`config.mk`:
```
export PLATFORM = sky130hd
export DESIGN_NAME = my_seq_divider
export DESIGN_NICKNAME = d
export VERILOG_FILES = /design/src/rtl/my_alu_pkg.sv /design/src/rtl/my_div_step.sv /design/src/rtl/my_seq_divider.sv
export SDC_FILE = /design/constraint.sdc
export NUM_CORES = 1
export LEC_CHECK = 0
export ABC_AREA = 1
export CAP_MARGIN = 20
export CORE_MARGIN = 2
export CORE_UTILIZATION = 56
export CTS_CLUSTER_DIAMETER = 60
export DETAILED_ROUTE_END_ITERATION = 6
export GPL_TIMING_DRIVEN = 0
export PLACE_DENSITY = 0.84
export SYNTH_ARGS = -nofsm -noshare
export SYNTH_HDL_FRONTEND = slang
export SYNTH_HIERARCHICAL = 1
export SYNTH_SLANG_ARGS = --single-unit
```
`constraint.sdc`:
```
create_clock -name clk -period 5.25 [get_ports clk]
set_clock_uncertainty 0.2 [all_clocks]
set_input_delay 1.05 -clock clk [delete_from_list [all_inputs] [get_ports clk]]
set_output_delay 1.05 -clock clk [all_outputs]
set_load 0.1 [all_outputs]
```
`src/rtl/my_alu_pkg.sv`:
```
// Shared definitions for the ALU datapath blocks: state encoding, output width
// and default operand width for the sequential divider.
package my_alu_pkg;

    localparam int OUT_W      = 8;
    localparam int DEF_LENGTH = 5;
    localparam int CNT_W      = 3;

    localparam logic [1:0] ST_IDLE = 2'd0;
    localparam logic [1:0] ST_RUN  = 2'd1;
    localparam logic [1:0] ST_DONE = 2'd2;

    typedef enum logic [1:0] {
        S_IDLE = ST_IDLE,
        S_RUN  = ST_RUN,
        S_DONE = ST_DONE
    } state_t;

endpackage

```
`src/rtl/my_div_step.sv`:
```
// One restoring-division step: shift in a dividend bit, trial-subtract the
// divisor, keep the difference when it does not borrow.
module my_div_step #(
    parameter int LENGTH = 5
) (
    input  logic [LENGTH:0]   rem,
    input  logic              bit_in,
    input  logic [LENGTH-1:0] divisor,
    output logic [LENGTH:0]   rem_next,
    output logic              q_bit
);

    logic [LENGTH+1:0] shifted;
    logic [LENGTH+1:0] diff;

    // One spare bit above the shifted remainder makes the borrow visible.
    assign shifted  = {rem, bit_in};
    assign diff     = shifted - {2'b00, divisor};
    assign q_bit    = ~diff[LENGTH+1];
    assign rem_next = q_bit ? diff[LENGTH:0] : shifted[LENGTH:0];

endmodule

```
`src/rtl/my_seq_divider.sv`:
```
// Sequential unsigned restoring divider, one quotient bit per clock, with a
// start/ready/done handshake and zero-extended 8-bit results.
module my_seq_divider
    import my_alu_pkg::*;
#(
    parameter int LENGTH = DEF_LENGTH
) (
    input  logic              clk,
    input  logic              rst_n,
    input  logic              start,
    input  logic [LENGTH-1:0] A,
    input  logic [LENGTH-1:0] B,
    output logic              ready,
    output logic              done,
    output logic [OUT_W-1:0]  Quotient,
    output logic [OUT_W-1:0]  Remainder,
    output logic              f_div0,
    output logic              f_zero
);

    if (LENGTH < 2 || LENGTH > 8) begin : g_bad_length
        $error("my_seq_divider: LENGTH must be in 2..8");
    end

    state_t            state, state_next;
    logic [LENGTH-1:0] aq_reg;
    logic [LENGTH-1:0] b_reg;
    logic [LENGTH:0]   r_reg;
    logic [LENGTH:0]   r_next;
    logic              q_bit;
    logic [CNT_W-1:0]  cnt;
    logic              last_step;

    // Dividend bits leave aq_reg at the top while quotient bits enter at the bottom.
    my_div_step #(.LENGTH(LENGTH)) u_step (
        .rem      (r_reg),
        .bit_in   (aq_reg[LENGTH-1]),
        .divisor  (b_reg),
        .rem_next (r_next),
        .q_bit    (q_bit)
    );

    assign last_step = (cnt == CNT_W'(LENGTH - 1));
    assign f_zero    = (Quotient == '0);

    always_ff @(posedge clk) begin
        if (!rst_n) begin
            state <= S_IDLE;
        end else begin
            state <= state_next;
        end
    end

    always_comb begin
        state_next = state;
        ready      = 1'b0;
        done       = 1'b0;
        case (state)
            S_IDLE: begin
                ready = 1'b1;
                if (start) begin
                    state_next = (B == '0) ? S_DONE : S_RUN;
                end
            end
            S_RUN: begin
                if (last_step) begin
                    state_next = S_DONE;
                end
            end
            S_DONE: begin
                done       = 1'b1;
                state_next = S_IDLE;
            end
            default: state_next = S_IDLE;
        endcase
    end

    always_ff @(posedge clk) begin
        if (!rst_n) begin
            aq_reg    <= '0;
            b_reg     <= '0;
            r_reg     <= '0;
            cnt       <= '0;
            Quotient  <= '0;
            Remainder <= '0;
            f_div0    <= 1'b0;
        end else begin
            case (state)
                S_IDLE: begin
                    if (start) begin
                        aq_reg <= A;
                        b_reg  <= B;
                        r_reg  <= '0;
                        cnt    <= '0;
                        if (B == '0) begin
                            Quotient  <= OUT_W'({LENGTH{1'b1}});
                            Remainder <= OUT_W'(A);
                            f_div0    <= 1'b1;
                        end
                    end
                end
                S_RUN: begin
                    r_reg  <= r_next;
                    aq_reg <= {aq_reg[LENGTH-2:0], q_bit};
                    cnt    <= cnt + CNT_W'(1);
                    if (last_step) begin
                        Quotient  <= OUT_W'({aq_reg[LENGTH-2:0], q_bit});
                        Remainder <= OUT_W'(r_next);
                        f_div0    <= 1'b0;
                    end
                end
                default: ;
            endcase
        end
    end

endmodule

```
==> flow_metrics.tcl <==
set metrics [dict create \
    status "complete, no violations" \
    vias_per_cell 4.97 \
    clkTransAtPathRegs_ps 100 \
    hold_slack_ps 258 \
    synth_flop_cell "dfxtp_1" \
    synth_commonest_cells "nand2_1, nor2_1, dfxtp_1" \
    dieArea_um2 3820 \
    syn-cell-area_um2 1870 \
    drt_iter0_drc 96 \
    netlist_instances 268 \
    synth-compound-area-share 0.105 \
    dr.pass1.iters 4 \
    power_leakage_nw 1.05 \
    grt-ovfl-total 0 \
    cp_slowest_cell "clkdlybuf4s50_1" \
    clk_latency_ps 340 \
    grt_most_used_layer "met2" \
    critPathCaptureType "primary output" \
    synth_top_cell_by_area "dfxtp_1" \
    setup-tns-final_ps 0 \
    cts_tree "done" \
    crit_chain "buf_6, nor2_4, clkdlybuf4s50_1" \
    core_area_um2 3100 \
    met1_usage 0.300 \
    synth_mux_area_frac 0 \
    track_usage 0.242 \
    post_drt_wl_per_cell_um 11.5 \
    timing.rr.end "Remainder[2]" \
    fmax_mhz 297 \
    cts_buffers 5 \
    synth_edf_count 0 \
    post_dp_cell_area_um2 2200 \
    power_mw 0.898 \
    initial_utilization 0.602 \
    diodes 0 \
    grt_util_met3 0.0600 \
    min_period_over_period 0.640 \
    setup_viol 0 \
    worstPathRequired_ps 4000 \
    holdCritPathClass "flop to flop" \
    ctsRootBufferMaster "clkbuf_4" \
    p_int_mw 0.471 \
    pre_cts_ws_ps 2260 \
    ys_warn_count 6 \
    crit_fanout 9 \
    placementRows 20 \
    switching_share 0.476 \
    grt_max_degree 11 \
    fin_area_um2 2250 \
    cts_setup_buffers 0 \
    synth_top_cells_by_area "dfxtp_1, nand2_1, nor2_1, a21oi_1, inv_1" \
    synth.distinct_cells 28 \
    yosys.area_share.simple 0.349 \
    worst_pin_slew_ps 978 \
    cap_violations 0 \
    worst-path-buf-inv 2 \
    hp-start "f_div0" \
    slew_viol_final 0 \
    die_width_um 61.8 \
    p_comb_frac 0.509 \
    use_met2 0.418 \
    synth-seq-cells 33 \
    worstHoldPathCells 2 \
    grt_pass1_wl_um 6720 \
    p_switching_mw 0.427 \
    slew-limit-headroom 0.346 \
    io_pins 33 \
    cts.sinks 33 \
    dp_hpwl_um 3150 \
    cts_hold_buffers 0 \
    setup_slack_ps 1890 \
    clkPwrFrac 0.156 \
    drc_errors 0 \
    powerDensity_nw_per_um2 399 \
    antenna_found_initial 0 \
    synth-seq-area-share 0.353 \
    yosys.area_share.xor_xnor 0.0141 \
    area_growth_syn_to_layout_pct 20.4 \
    slowest_delay_ps 1150 \
    die_h_um 61.8 \
    place_congestion 0.848 \
    path_delay_family "buffers and inverters" \
    yosysMostFrequentCell "nand2_1" \
    synth_top_family_by_area "simple AND/OR/NAND/NOR gates" \
    detail-route-antenna-nets 0 \
    h-tree-depth 2 \
    yosysTopAreaCellShare 0.353 \
    ir_drop_mv 0.249 \
    rsz0062_at_grt "false" \
    async_flop_share 0 \
    synth_area_per_cell_um2 6.97 \
    num_vias 1738 \
    wl_um 4040 \
    synthAdderAreaFrac 0.0576 \
    finalCriticalPeriod_ps 3360 \
    drive_above_1_share 0.114 \
    port_buffers 26 \
    hold_path_end "f_div0" \
    fin_nets 326 \
    reg2reg_from "aq_reg[4]" \
    seqPwrFrac 0.335 \
    clockBufferDepth 2 \
    reg2reg_slack_ps 2720 \
    finalHoldViolCount 0 \
    ctsResizeCount 0 \
    critPathArrivalTime_ps 2110 \
    grt_pass1_vias 1545 \
    start_kind "flop" \
    critical_path_class "flop to primary output" \
    worstRegToRegCells 16 \
]
==> final cells by class <==
type / count / area [um2]
plain buffers: 14 / 114
flip-flops and latches: 33 / 661
clock buffers: 6 / 41.3
fillers: 281 / 852
well taps: 44 / 55.1
clock inverters: 2 / 10.0
multi-input cells: 196 / 1000
repair buffers: 26 / 260
inverters: 29 / 109
==> layout by cell type, fill, tap and decap left out <==
cell	count
buf_1	1
clkdlybuf4s50_1	26
clkbuf_1	2
conb_1	5
buf_6	4
nand3_1	17
o21ai_1	2
nand3_2	2
xor2_1	2
o21ai_4	1
nand2_4	5
inv_2	4
dfxtp_1	33
fa_1	1
o21ai_0	9
nand3b_1	5
nand2_1	70
a21oi_1	25
clkinv_2	2
clkbuf_8	1
nand4_1	1
buf_4	5
nor2_4	2
ha_1	7
inv_1	25
nand2_2	2
nor2_1	37
clkbuf_4	5
xnor2_1	1
buf_2	2
nor3_1	2
==> power by group through the flow <==
stage	registers, mW	clock network [mW]	logic [mW]
4_1_cts	0.301	0.141	0.454
6_report	0.301	0.140	0.457
2_1_floorplan	0.377	0	0.292
5_1_grt	0.305	0.153	0.500
3_3_place_gp	0.306	0	0.444
3_5_place_dp	0.307	0	0.453
==> through the flow <==
| stage | std cells | utilization |
|---|---|---|
| 2_1_floorplan | 272 | - |
| 3_3_place_gp | 342 | 0.709 |
| 3_5_place_dp | 342 | 0.709 |
| 4_1_cts | 350 | 0.725 |
| 5_1_grt | 350 | 0.725 |
| 6_report | 350 | 0.725 |
==> kinds of logic after synthesis <==
family | Yosys count
AND/OR/NAND/NOR | 143
buffers and inverters | 43
AO/OA/AOI/OAI | 37
flip-flops | 33
adder cells (fa/ha/maj) | 8
XOR/XNOR | 3
other | 1
==> metal layers <==
layer  vias to the layer above  share of wire
met2                        53           0.49
met5                         -              0
li1                        909              -
met4                         0          0.011
met1                       769           0.43
met3                         7          0.066
==> tightest hold or removal path, cell delays in order (launching register included) <==
cell and delay (ps):
dfxtp_1 320, inv_1 50, a21oi_1 60
==> worst max path at each step <==
stage              to   startpoint  cells after the start  slack [ps]
2_1_floorplan  f_zero  Quotient[4]                      3        1080
4_1_cts         ready     state[0]                      3        1880
3_5_place_dp     done     state[1]                      3        2260
3_3_place_gp     done     state[1]                      3        2260
5_1_grt        f_zero  Quotient[4]                      4        1810
6_report        ready     state[0]                      3        1890
(Power assumes the default switching activity.)
